--- config.mk ---
export PLATFORM = sky130hd
export DESIGN_NAME = rrf_freelist_ctrl
export DESIGN_NICKNAME = d
export VERILOG_FILES = /design/src/rtl/rrf_freelist_ctrl.sv
export SDC_FILE = /design/constraint.sdc
export NUM_CORES = 1
export LEC_CHECK = 0
export BUFFER_PORTS_ARGS = -buffer_cell sky130_fd_sc_hd__buf_2
export CAP_MARGIN = 10
export CORE_ASPECT_RATIO = 2
export CORE_MARGIN = 3
export CORE_UTILIZATION = 56
export CTS_CLUSTER_DIAMETER = 40
export DETAILED_ROUTE_END_ITERATION = 7
export HOLD_SLACK_MARGIN = 0.05
export PLACE_DENSITY = 0.85
export RECOVER_POWER = 50
export SYNTH_ARGS = -nofsm -noshare
export SYNTH_HDL_FRONTEND = slang
export SYNTH_SLANG_ARGS = --single-unit
export TNS_END_PERCENT = 100
--- constraint.sdc ---
create_clock -name clk_i -period 6.5 [get_ports clk_i]
set_clock_uncertainty 0.2 [all_clocks]
set_input_delay 1.3 -clock clk_i [delete_from_list [all_inputs] [get_ports clk_i]]
set_output_delay 1.3 -clock clk_i [all_outputs]
set_load 0.02 [all_outputs]
--- src/rtl/rrf_freelist_ctrl.sv ---
// Rename register file free-list controller: head/tail pointers, free count, all-or-nothing grants.
// Optional build macro RRF_STALL_CNT_EN adds a saturating allocation-stall counter (stall_cnt_o).
module rrf_freelist_ctrl #(
    parameter int unsigned RRF_NUM = 64,
    parameter int unsigned RRF_SEL = 6
) (
    input  logic               clk_i,
    input  logic               reset_n_i,
    input  logic               alloc_req1_i,
    input  logic               alloc_req2_i,
    output logic               alloc_ok_o,
    output logic               alloc_en1_o,
    output logic               alloc_en2_o,
    output logic [RRF_SEL-1:0] alloc_tag1_o,
    output logic [RRF_SEL-1:0] alloc_tag2_o,
    output logic [RRF_SEL-1:0] rrfptr_o,
    output logic               nextrrfcyc_o,
    input  logic [1:0]         commit_num_i,
    output logic [RRF_SEL-1:0] commit_ptr_o,
    output logic [RRF_SEL:0]   free_num_o,
    input  logic               flush_i
`ifdef RRF_STALL_CNT_EN
    ,
    output logic [31:0]        stall_cnt_o
`endif
);

    localparam logic [RRF_SEL:0] FreeAll = (RRF_SEL+1)'(RRF_NUM);

    logic [RRF_SEL-1:0] rrfptr_q, rrfptr_d;
    logic               nextrrfcyc_q, nextrrfcyc_d;
    logic [RRF_SEL-1:0] commit_ptr_q, commit_ptr_d;
    logic               comcyc_q, comcyc_d;
    logic [RRF_SEL:0]   free_num_q, free_num_d;

    logic [1:0]         need;
    logic [RRF_SEL:0]   need_ext, granted_ext, commit_ext;
    logic [RRF_SEL:0]   head_sum, tail_sum;

    always_comb begin
        need         = {1'b0, alloc_req1_i} + {1'b0, alloc_req2_i};
        need_ext     = {{(RRF_SEL-1){1'b0}}, need};
        commit_ext   = {{(RRF_SEL-1){1'b0}}, commit_num_i};
        alloc_ok_o   = reset_n_i & ~flush_i & (need_ext <= free_num_q);
        alloc_en1_o  = alloc_req1_i & alloc_ok_o;
        alloc_en2_o  = alloc_req2_i & alloc_ok_o;
        alloc_tag1_o = rrfptr_q;
        alloc_tag2_o = rrfptr_q + {{(RRF_SEL-1){1'b0}}, alloc_req1_i};
        granted_ext  = alloc_ok_o ? need_ext : '0;
        // Carry out of the extended sum marks a wrap past RRF_NUM-1.
        head_sum     = {1'b0, rrfptr_q} + granted_ext;
        tail_sum     = {1'b0, commit_ptr_q} + commit_ext;

        commit_ptr_d = tail_sum[RRF_SEL-1:0];
        comcyc_d     = comcyc_q ^ tail_sum[RRF_SEL];
        if (flush_i) begin
            rrfptr_d     = commit_ptr_d;
            nextrrfcyc_d = comcyc_d;
            free_num_d   = FreeAll;
        end else begin
            rrfptr_d     = head_sum[RRF_SEL-1:0];
            nextrrfcyc_d = nextrrfcyc_q ^ head_sum[RRF_SEL];
            free_num_d   = free_num_q - granted_ext + commit_ext;
        end
    end

    always_ff @(posedge clk_i) begin
        if (!reset_n_i) begin
            rrfptr_q     <= '0;
            nextrrfcyc_q <= 1'b0;
            commit_ptr_q <= '0;
            comcyc_q     <= 1'b0;
            free_num_q   <= FreeAll;
        end else begin
            rrfptr_q     <= rrfptr_d;
            nextrrfcyc_q <= nextrrfcyc_d;
            commit_ptr_q <= commit_ptr_d;
            comcyc_q     <= comcyc_d;
            free_num_q   <= free_num_d;
        end
    end

    assign rrfptr_o     = rrfptr_q;
    assign nextrrfcyc_o = nextrrfcyc_q;
    assign commit_ptr_o = commit_ptr_q;
    assign free_num_o   = free_num_q;

    // Retiring more entries than are in flight corrupts the free count.
    always_ff @(posedge clk_i) begin
        if (reset_n_i) begin
            assert (commit_ext <= FreeAll - free_num_q)
            else $error("commit_num_i exceeds in-flight count");
        end
    end

`ifdef RRF_STALL_CNT_EN
    logic [31:0] stall_cnt_q;
    logic        stall_cond;

    assign stall_cond = reset_n_i & ~flush_i & (need != 2'd0) & ~alloc_ok_o;

    always_ff @(posedge clk_i) begin
        if (!reset_n_i) begin
            stall_cnt_q <= '0;
        end else if (stall_cond && (stall_cnt_q != 32'hFFFF_FFFF)) begin
            stall_cnt_q <= stall_cnt_q + 32'd1;
        end
    end

    assign stall_cnt_o = stall_cnt_q;
`endif

endmodule

=== Yosys cells after proc, flatten, opt, wreduce, memory -nomap -nowiden ===
Index checks and enable logic that the tools add are counted.

* Register bits: 21
* Input bits: 7
* Output and inout port bits: 35
* Logic and storage cells: 24

* $add $sub $neg: 6
* Order comparisons: 1
* Mux-type cells: 3
* Bitwise logic cells: 8
* Reductions and logical operators: 1

{| class="wikitable"
|+ Operator list
! operator !! number
|-
| 6-bit by 2-bit adder with 7-bit output || 2
|-
| 7-bit by 2-bit adder with 7-bit output || 1
|-
| 2-bit by 7-bit <= comparator with 1-bit output || 1
|-
| 7-bit by 2-bit subtractor with 7-bit output || 1
|-
| 6-bit by 1-bit adder with 6-bit output || 1
|-
| 6-bit two-way mux || 1
|-
| 1-bit bitwise AND || 4
|-
| 1-bit by 1-bit adder with 2-bit output || 1
|-
| 2-bit two-way mux || 1
|-
| 1-bit NOT || 2
|-
| 2-bit OR reduction || 1
|-
| 1-bit bitwise XOR || 2
|-
| 1-bit two-way mux || 1
|}

=== Depth between registers and ports, before layout ===
* Depth in word-level cells: 7
* Depth in mapped cells: 15
* Mapped depth without buffers: 15

=== Worst setup path before layout ===
OpenSTA, ideal clock, no wires.

* Path kind: in2reg
* From: in alloc_req1_i
* To: reg free_num_q[6] (netlist: free_num_o[6])
* Library setup time: 131 ps
* Arrival time: 4177 ps
* Required time: 6169 ps
* Setup slack: 1992 ps
* Stages: 14
* Buffers on the path: 0
* Path through: ha_1 inv_1 ha_1 nand4_1 nor2_1 o41ai_1 nor2_1 fa_1 inv_1 fa_1 a211oi_1 nor3_1 nor2_1 a211oi_1

* Word-level cells in the longest chain between the ends: 6

{| class="wikitable"
|+ Ends and longest elaborated chain
! element !! RTL line !! RTL
|-
| start: declaration || 9 || <nowiki>input logic alloc_req1_i,</nowiki>
|-
| 1-bit by 1-bit adder with 2-bit output * || 41 || <nowiki>need = {1'b0, alloc_req1_i} + {1'b0, alloc_req2_i};</nowiki>
|-
| 2-bit by 7-bit <= comparator with 1-bit output || 44 || <nowiki>alloc_ok_o = reset_n_i & ~flush_i & (need_ext <= free_num_q);</nowiki>
|-
| 1-bit bitwise AND || 44 ||
|-
| 2-bit two-way mux * || 49 || <nowiki>granted_ext = alloc_ok_o ? need_ext : '0;</nowiki>
|-
| 7-bit by 2-bit subtractor with 7-bit output * || 63 || <nowiki>free_num_d = free_num_q - granted_ext + commit_ext;</nowiki>
|-
| 7-bit by 2-bit adder with 7-bit output * || 63 ||
|-
| end signal: assignment || 73 || <nowiki>free_num_q <= FreeAll;</nowiki>
|-
| end signal: assignment || 79 || <nowiki>free_num_q <= free_num_d;</nowiki>
|-
| end: declaration || 34 || <nowiki>logic [RRF_SEL:0] free_num_q, free_num_d;</nowiki>
|}

Mark *: on every way between the ends. The rest lies on a longest branch, timed or not.
A chain may end at the register's enable or synchronous reset.

=== Worst setup path after layout ===
Same ends and word-level chain as after synthesis.

==> impl_summary.txt <==
----------------------------------------------------
[Status]
  Status ... finished, final reports clean

[Setup path]
  Cell chain of the critical path ... buf_2 -> ha_1 -> inv_1 -> ha_1 -> nand4_1 -> nor2_1 -> o41ai_1 -> nor2_1 -> fa_1 -> inv_1 -> fa_1 -> a211oi_1 -> nor3_1 -> nor2_1 -> a211oi_1
  Data arrival at the endpoint of the critical path ... 4.52 ns
  Reg2reg setup slack ... 2.91 ns
  Cell with the biggest individual delay on the critical path ... sky130_fd_sc_hd__o41ai_1
  Largest stage delay on the critical path ... 0.60 ns
  Required time of the worst setup path ... 6.45 ns
  Critical path startpoint category ... primary input
  Cell repeated most along the worst path ... sky130_fd_sc_hd__nor2_1
  Maximum fanout along the worst path ... 5
  Nature of the critical path endpoint ... flop
  Category of the critical setup timing path ... in2reg

[Yosys]
  Commonest cells in the netlist ... sky130_fd_sc_hd__inv_1 (23), sky130_fd_sc_hd__dfxtp_1 (21), sky130_fd_sc_hd__ha_1 (20), sky130_fd_sc_hd__nor2_1 (18), sky130_fd_sc_hd__nand3_1 (9)
  Sequential share of the synthesized area ... 0.280
  Yosys warnings ... 0
  Number of synthesized register bits ... 21
  Most used standard cell by instance count after synthesis ... sky130_fd_sc_hd__inv_1
  Top cells by area in the synthesized netlist ... sky130_fd_sc_hd__dfxtp_1 (28%), sky130_fd_sc_hd__ha_1 (17%), sky130_fd_sc_hd__inv_1 (5.8%), sky130_fd_sc_hd__fa_1 (5.3%), sky130_fd_sc_hd__nor2_1 (4.5%)
  Compound-cell area share of the yosys netlist ... 0.104
  Mapped Cells ... 171
  Per-instance average area after synthesis ... 8.78 sq um
  Number of different library cells in the post-synthesis netlist ... 42
  Synth top area share ... 0.280
  Post-synthesis simple-gate area fraction ... 0.190
  Combinational family with the most area after synthesis ... adder cells
  Multiplexer fraction of the synthesized cell area ... 0.0133
  Adder and majority cell fraction of the synthesized area ... 0.220
  Xor/xnor cell area share of the yosys netlist ... 0.0817
  Post-Synthesis Net Count ... 202
  Cell type with the highest aggregate area in the netlist ... sky130_fd_sc_hd__dfxtp_1
  Most used flip-flop cell after synthesis ... sky130_fd_sc_hd__dfxtp_1
  Share of synthesized registers carrying an async set or reset ... 0
  Cell area after synthesis ... 0.00150 sq mm
  EDFF count, synth ... 0

[Floorplan]
  Area of the core ... 0.00257 sq mm
  Die ar. ... 0.00338 sq mm
  Die width ... 42.6 um
  IO Count ... 42
  Starting density of the core ... 0.584
  Chip Height ... 79.2 um
  Standard-cell row count ... 26

[Clock tree]
  Clock Tree Buf Depth ... 2
  CTS Buf Count ... 3
  Setup repair bufs after CTS ... 0
  Clock root buffer ... sky130_fd_sc_hd__clkbuf_8
  Number of cells upsized or downsized after cts ... 0
  Clock transition at the register clock pins on the worst setup and hold paths after CTS ... 0.08 ns
  Hold Buf Count CTS ... 0
  Insertion delay to the later sink of the worst-skew pair ... 0.27 ns
  Clock tree from TritonCTS ... yes
  Count of H-tree levels built during CTS ... 1
  Number of sinks handled by clock tree synthesis ... 21

[Power]
  Leakage Power ... 0.000790 uW
  PwrDens ... 275 mW/mm^2
  Peak ir drop on the vdd network ... 0.000208 V

[Routing]
  Final WL ... 3240 um
  Total via count after detailed routing ... 1279
  First-pass DRT Iterations ... 3
  Initial DRC count ... 18
  Final antenna-violating net count ... 0
  DRC errors left ... 0
  Routed len/inst ... 13.8 um
  Via/cell ratio ... 5.47

[Global routing]
  Number of antenna violations at the first check in global routing ... 0
  Overall routing resource usage ... 0.207
  Maximum number of pins on one net before global-route repair ... 13
  Vias in the first global route ... 1226
  Gr ovfl total ... 0
  Global-route wire length before repair ... 5340 um

[Run]
  Number of max-cap violations ... 0

[Timing]
  Final Max Tran Viols ... 0
  Number of endpoints with negative hold slack in the final report ... 0
  Peak Freq ... 0.219 GHz
  Post-route worst setup slack ... 1.93 ns
  Tightest hold margin ... 0.296 ns
  Share of the clock period used by the worst path ... 0.703
  Post-layout min period ... 4.57 ns
  Final setup TNS ... 0 ns
  Setup repair after global routing missed its margin ... false
  Relative slew margins ... 0.508
  Final setup viols ... 0
  Slew @ Worst Pin ... 0.728 ns

[Layout]
  Core Util, Final ... 0.654
  Synth-to-Final Area Change ... 11.9%
  Filler cell count ... 240
  Number of nets in the layout ... 238
  Ratio of cells with drive above 1 in the final layout ... 0.102
  Number of non-filler instances in the completed layout ... 234
  Inserted Diodes ... 0

[Place]
  Number of placed instances, taps included ... 230
  Post-Place Worst Slack ... 1.63 ns
  Buffers added on ports ... 41
  RePlAce Congestion ... 0.782
  Post-detail-place hpwl ... 2680 um

[Min path]
  Worst hold path class ... reg2reg

----------------------------------------------------
[worst paths after layout]
| check | from | end | cells after the start |
|---|---|---|---|
| setup / recovery | alloc_req1_i | free_num_o[6] | 15 |
| hold / removal | comcyc_q | comcyc_q | 2 |
| setup reg to reg | free_num_o[1] | free_num_o[6] | 12 |
| hold reg to reg | comcyc_q | comcyc_q | 2 |
[kinds of logic after synthesis]
family,Yosys count
fa+ha+maj,24
simple gates,54
flops,21
mux,2
xor+xnor,14
compound gates,22
buf+inv,34
[power breakdown]
group / switching (uW) / internal (uW) / total, uW
sequential: 19.2 / 146 / 166
clock: 45.4 / 42.8 / 88.2
combinational: 131 / 77.5 / 209
[metal layers]
layer / share of wire / up-vias / global-route usage / wire, um
met5: 0 / - / 0 / 0
met4: 0.017 / 0 / 0.109 / 54
met3: 0.032 / 5 / 0.0249 / 105
met2: 0.58 / 30 / 0.398 / 1860
met1: 0.38 / 599 / 0.205 / 1220
li1: - / 645 / - / -
[sequential cells by signal (all words and copies together) (netlist names)]
| register | count |
|---|---|
| commit_ptr_o | 6 |
| alloc_tag1_o | 6 |
| comcyc_q | 1 |
| nextrrfcyc_o | 1 |
| free_num_o | 7 |
[through the flow]
stage | cell area (sq um) | total power, uW
2_1_floorplan | 1500 | 326
3_3_place_gp | 1670 | 376
3_5_place_dp | 1670 | 382
4_1_cts | 1710 | 471
5_1_grt | 1680 | 497
6_report | 1680 | 462
[cell usage in the layout (no fill, tap or decap), drive strengths merged, types with 2 or more instances in the layout]
cell type	n
a211oi	3
fa	4
mux2i	2
nand4	3
nor3	4
clkbuf	28
or4	2
ha	20
buf	16
xnor2	7
nand3	9
nand2	5
o211ai	2
a21oi	5
nor2	18
nor2b	2
clkinv	2
dfxtp	21
and2	3
xor2	7
inv	23
a21o	2
[cell type report]
type | instances | area, sq um | area share
clock inverters | 1 | 5.00 | 0.00298
repair buffers | 41 | 174 | 0.103
clock buffers | 3 | 41.3 | 0.0246
flip-flops and latches | 21 | 420 | 0.250
multi-input cells | 116 | 915 | 0.544
inverters | 24 | 90.1 | 0.0536
well taps | 28 | 35.0 | 0.0208
[worst max-delay path, delay by kind of cell]
kind | cells | cell delay [ns]
adder cells (fa/ha/maj) | 4 | 1.55
AND/OR/NAND/NOR | 5 | 0.54
AO/OA/AOI/OAI | 3 | 0.90
buffers and inverters | 3 | 0.23
Power figures use the tool's default switching activity.
